$ cat src/rtl/mem_arb_pkg.sv
// Shared constants for the program/data memory arbiter:
// default widths, lock limit and the port identifiers used as tags.
package mem_arb_pkg;

    localparam int DEF_ADR_W    = 5;
    localparam int DEF_DATA_W   = 8;
    localparam int DEF_MAX_LOCK = 4;

    // Port ids double as bit positions in the one-hot grant vector
    localparam logic PORT_F = 1'b0;
    localparam logic PORT_D = 1'b1;

endpackage

$ cat src/rtl/arb_rr2.sv
// Two-way round-robin picker: fetch vs. data, with a force that
// restricts the choice to the data port while it holds the lock.
module arb_rr2
    import mem_arb_pkg::*;
(
    input  logic       req_f,
    input  logic       req_d,
    input  logic       last,
    input  logic       force_d,
    output logic [1:0] gnt
);

    // One-hot pick; under contention the port not granted last time wins
    always_comb begin
        gnt = 2'b00;
        if (force_d) begin
            gnt[PORT_D] = req_d;
        end else begin
            case ({req_d, req_f})
                2'b01:   gnt = 2'b01;
                2'b10:   gnt = 2'b10;
                2'b11:   gnt = (last == PORT_D) ? 2'b01 : 2'b10;
                default: gnt = 2'b00;
            endcase
        end
    end

endmodule

$ cat src/rtl/mem_arbiter.sv
// Arbitrates the single-port program/data memory between instruction
// fetch and the stack unit, with a bounded data-port lock and read-return routing.
module mem_arbiter
    import mem_arb_pkg::*;
#(
    parameter int ADR_W    = DEF_ADR_W,
    parameter int DATA_W   = DEF_DATA_W,
    parameter int MAX_LOCK = DEF_MAX_LOCK
) (
    input  logic              clk,
    input  logic              rst,
    input  logic              f_req,
    input  logic [ADR_W-1:0]  f_adr,
    output logic              f_gnt,
    output logic              f_rvalid,
    output logic [DATA_W-1:0] f_rdata,
    input  logic              d_req,
    input  logic              d_we,
    input  logic [ADR_W-1:0]  d_adr,
    input  logic [DATA_W-1:0] d_wdata,
    input  logic              d_lock,
    output logic              d_gnt,
    output logic              d_rvalid,
    output logic [DATA_W-1:0] d_rdata,
    output logic [ADR_W-1:0]  adr,
    output logic [DATA_W-1:0] data,
    output logic              memwen,
    output logic              memRead,
    input  logic [DATA_W-1:0] resMem
);

    localparam int CNT_W = $clog2(MAX_LOCK + 1);
    localparam logic [CNT_W-1:0] LOCK_LIM = CNT_W'(MAX_LOCK);

    logic             last_r;
    logic             rd_pend_r;
    logic             rd_tag_r;
    logic             locked_r;
    logic [CNT_W-1:0] lock_cnt_r;

    logic [1:0]       gnt_s;
    logic             locked_nxt_s;
    logic [CNT_W-1:0] cnt_nxt_s;
    logic [CNT_W-1:0] cnt_inc_s;

    arb_rr2 u_rr (
        .req_f   (f_req),
        .req_d   (d_req),
        .last    (last_r),
        .force_d (locked_r),
        .gnt     (gnt_s)
    );

    // Grants are zero-latency but forced low during reset
    always_comb begin
        f_gnt = gnt_s[PORT_F] & ~rst;
        d_gnt = gnt_s[PORT_D] & ~rst;
    end

    // Lock bookkeeping: the count restarts whenever the lock drops
    always_comb begin
        locked_nxt_s = locked_r;
        cnt_nxt_s    = lock_cnt_r;
        cnt_inc_s    = lock_cnt_r + CNT_W'(1);
        if (!d_req) begin
            locked_nxt_s = 1'b0;
            cnt_nxt_s    = '0;
        end else if (d_gnt && d_lock) begin
            if (cnt_inc_s == LOCK_LIM) begin
                locked_nxt_s = 1'b0;
                cnt_nxt_s    = '0;
            end else begin
                locked_nxt_s = 1'b1;
                cnt_nxt_s    = cnt_inc_s;
            end
        end else if (d_gnt) begin
            locked_nxt_s = 1'b0;
            cnt_nxt_s    = '0;
        end else begin
            locked_nxt_s = locked_r;
            cnt_nxt_s    = lock_cnt_r;
        end
    end

    // Memory-side mux; idle drives everything to zero
    always_comb begin
        adr     = {ADR_W{1'b0}};
        data    = {DATA_W{1'b0}};
        memwen  = 1'b0;
        memRead = 1'b0;
        if (f_gnt) begin
            adr     = f_adr;
            memRead = 1'b1;
        end else if (d_gnt) begin
            adr = d_adr;
            if (d_we) begin
                data   = d_wdata;
                memwen = 1'b1;
            end else begin
                memRead = 1'b1;
            end
        end else begin
            adr     = {ADR_W{1'b0}};
            memRead = 1'b0;
        end
    end

    // Read return routed by tag; reset suppresses any in-flight result
    always_comb begin
        f_rvalid = rd_pend_r & (rd_tag_r == PORT_F) & ~rst;
        d_rvalid = rd_pend_r & (rd_tag_r == PORT_D) & ~rst;
        f_rdata  = f_rvalid ? resMem : {DATA_W{1'b0}};
        d_rdata  = d_rvalid ? resMem : {DATA_W{1'b0}};
    end

    // Arbitration history, read tracking and lock state
    always_ff @(posedge clk) begin
        if (rst) begin
            last_r     <= PORT_D;
            rd_pend_r  <= 1'b0;
            rd_tag_r   <= PORT_F;
            locked_r   <= 1'b0;
            lock_cnt_r <= '0;
        end else begin
            if (f_gnt) begin
                last_r   <= PORT_F;
                rd_tag_r <= PORT_F;
            end else if (d_gnt) begin
                last_r   <= PORT_D;
                rd_tag_r <= PORT_D;
            end
            rd_pend_r  <= f_gnt | (d_gnt & ~d_we);
            locked_r   <= locked_nxt_s;
            lock_cnt_r <= cnt_nxt_s;
        end
    end

endmodule
$ cat config.mk
export PLATFORM = sky130hd
export DESIGN_NAME = mem_arbiter
export DESIGN_NICKNAME = d
export VERILOG_FILES = /design/src/rtl/mem_arb_pkg.sv /design/src/rtl/arb_rr2.sv /design/src/rtl/mem_arbiter.sv
export SDC_FILE = /design/constraint.sdc
export NUM_CORES = 1
export LEC_CHECK = 0
export CORE_MARGIN = 2
export CORE_UTILIZATION = 25
export CTS_CLUSTER_DIAMETER = 200
export DETAILED_ROUTE_END_ITERATION = 16
export GPL_TIMING_DRIVEN = 0
export PLACE_DENSITY = 0.77
export SLEW_MARGIN = 25
export SYNTH_ARGS = -nofsm -noshare
export SYNTH_HDL_FRONTEND = slang
export SYNTH_SLANG_ARGS = --single-unit
export TNS_END_PERCENT = 30
$ cat constraint.sdc
create_clock -name clk -period 1.27 [get_ports clk]
set_input_delay 0.254 -clock clk [delete_from_list [all_inputs] [get_ports clk]]
set_output_delay 0.254 -clock clk [all_outputs]
set_load 0.05 [all_outputs]
==> impl_metrics.yaml <==
layout:
  nFillCells: 179
  diodes: 0
  fin_area_um2: 1640
  fin_nets: 183
  final_common_cell: "clkdlybuf4s50_1"
  layout_common_cells: "clkdlybuf4s50_1 (27), buf_8 (20), buf_6 (18), and2_4 (14), dfxtp_2 (6)"
  synthToLayoutAreaGrowth_pct: 171
  drive_gt1_share_pct: 58.8
timing:
  finalHoldViolations: 0
  skew_ps: 2.57
  slew_headroom_pct: 78.4
  tightest_slew_ps: 316
  finalCriticalPeriod_ps: 1710
  max_freq_mhz: 583
  finalMaxSlewViolations: 0
  timing.final.ws_setup_ps: -444
  min_period_over_period_pct: 135
  rsz0062_at_grt: "yes"
  setup_viol: 35
  whs_ps: 397
hold_path:
  min_path_type: "in2reg"
global_route:
  grt_pass1_vias: 896
  antenna_found_initial: 0
  grt_max_degree: 11
  track_usage_pct: 19.4
  grt_overflow: 0
  grt_first_pass_wirelength_mm: 3.94
setup_path:
  path_max_fanout: 7
  critPathLaunchType: "register"
  worstPathArrival_ps: 1460
  cpMaxStageDelayCell: "dfxtp_2"
  crit_family: "simple AND/OR/NAND/NOR gates"
  path_cells: "and3b_2 -> nor2_4 -> buf_6 -> and3_4 -> buf_8"
  required_ps: 1020
  crit_type: "reg2out"
  cpPeakStageDelay_ps: 320
  end_kind: "output pin"
  worst-path-buf-inv: 2
placed_design:
  dpl_cell_area_um2: 1380
  globalplace.congestion: 0.673
  hpwlAfterDp_mm: 1.97
  place_worst_setup_slack_ps: -1480
  io_buffers: 66
power:
  p_total_w: 0.000961
  leakage_nw: 0.757
  power.density_nw_per_um2: 584
  peakVddDrop_mv: 0.348
run_status:
  violations: "setup timing"
  status: "finished, violations left"
logic_synthesis:
  synth-seq-area-share_pct: 23.1
  ys_types: 30
  yosys_warnings: 0
  ys_ff_latch: 7
  synth_cells: 73
  postSynthNetCount: 107
  synth_top_area_cell: "dfxtp_1"
  synth_ff_type: "dfxtp_1"
  synth_edf_count: 0
  async_flop_share_pct: 0
  yosys.area.top_type_share_pct: 23.1
  avgSynthCellArea_um2: 8.30
  ys_top_cells_by_area: "dfxtp_1 (23%), and2_1 (18%), and3_1 (8.3%), a22o_1 (7.2%), ha_1 (4.1%)"
  synth_area_um2: 606
clock_network:
  clk_latency_ps: 250
  cts.clk_slew.worst_paths_ps: 50
  cts_made_buffers: 3
  cts_tree: "yes"
  cts_num_sinks: 7
  clockBufferDepth: 2
  cts_root_buf: "clkbuf_4"
  h-tree-depth: 1
route:
  vias: 852
  drcViolationCount: 0
  antenna_left: 0
  drt_iter0_markers: 1
  routedWlPerCell_um: 14.7
  routed_via_density: 4.84
  firstDrtPassIters: 2
  wl_mm: 2.59
die:
  fp-row-count: 17
  die_y_um: 53.2
  ios: 67
  die_area_um2: 2830
  chipWidth_um: 53.2
  core_area_um2: 2250
  initial_core_util_pct: 26.9
job:
  cap_violations: 0
-- cell usage after synthesis (2+ instances only) --
cell type and count:
and2_1 17, and3_1 8, dfxtp_1 7, a22o_1 5, a21oi_1 3, nand2_1 3, or2_2 3, and3b_1 2
ha_1 2, nor2_1 2, nor3b_1 2
-- state kept, by name (all words and copies together) (netlist names) --
| signal | cells |
|---|---|
| last_r | 1 |
| rd_tag_r | 1 |
| rd_pend_r | 1 |
| locked_r | 1 |
| lock_cnt_r | 3 |
-- worst reg2reg max path, stage by stage, from the launching register on --
cell and delay (ps):
dfxtp_2 350, ha_4 170, xor2_1 140, a2111o_1 380, a21oi_2 110
-- final cells by class --
class	count	area, um2	share of cell area [%]
timing repair buffer	72	835	50.8
multi-input combinational	62	571	34.7
sequential	7	148	8.98
tap	28	35.0	2.13
clock buffer	4	26.3	1.60
buffer	2	26.3	1.60
inverter	1	3.75	0.228
-- logic make-up (layout without fill, tap and decap cells) --
family,Yosys count,count (layout),synth area share [%]
buffers and inverters,4,79,4.34
DFF,7,7,23.1
AOI/OAI and AO/OA,13,13,16.5
xor gates and xnor gates,1,1,1.45
adders and majority gates,2,2,4.13
and+or+nand+nor,46,46,50.4
-- layer usage --
metal | part of all wire (%) | wire, um | up-vias | GRT usage, %
met5 | 0 | 0 | - | 0
met4 | 1.6 | 41 | 0 | 7.69
met3 | 13 | 341 | 4 | 7.63
met2 | 54 | 1410 | 51 | 38.7
met1 | 31 | 799 | 386 | 16.6
li1 | - | - | 411 | -
-- worst paths after layout --
kind	start	end	slack (ps)	cells after the start
setup / recovery	locked_r$_SDFFE_PP0P_	data[4]	-440	5
hold / removal	rst	rd_tag_r$_SDFFE_PP0N_	400	2
setup reg to reg	lock_cnt_r[0]$_SDFFE_PP0P_	lock_cnt_r[0]$_SDFFE_PP0P_	50	4
hold reg to reg	lock_cnt_r[1]$_SDFFE_PP0P_	lock_cnt_r[1]$_SDFFE_PP0P_	490	2
-- power by group --
part           switching, W  internal, W
logic              0.000256     0.000261
registers        0.00000908     0.000232
clock network     0.0000820     0.000120
-- repair_timing --
action                                  in CTS  in global routing
cloned                                       1                  0
setup buffers                                3                  2
pin swaps                                   13                  7
endpoints found under the setup margin      38                 37
endpoints found under the hold margin        0                  0
gates resized for setup                    281                 15
hold buffers                                 0                  0
-- through the flow --
| stage | utilization [%] | cells | setup TNS (ps) |
|---|---|---|---|
| 2_1_floorplan | - | 73 | -11070 |
| 3_3_place_gp | 61.2 | 167 | -45100 |
| 3_5_place_dp | 61.2 | 167 | -45900 |
| 4_1_cts | 70.8 | 175 | -10140 |
| 5_1_grt | 72.9 | 176 | -11480 |
| 6_report | 72.9 | 176 | -9460 |
Note: power is estimated with default switching activity, not from simulation.
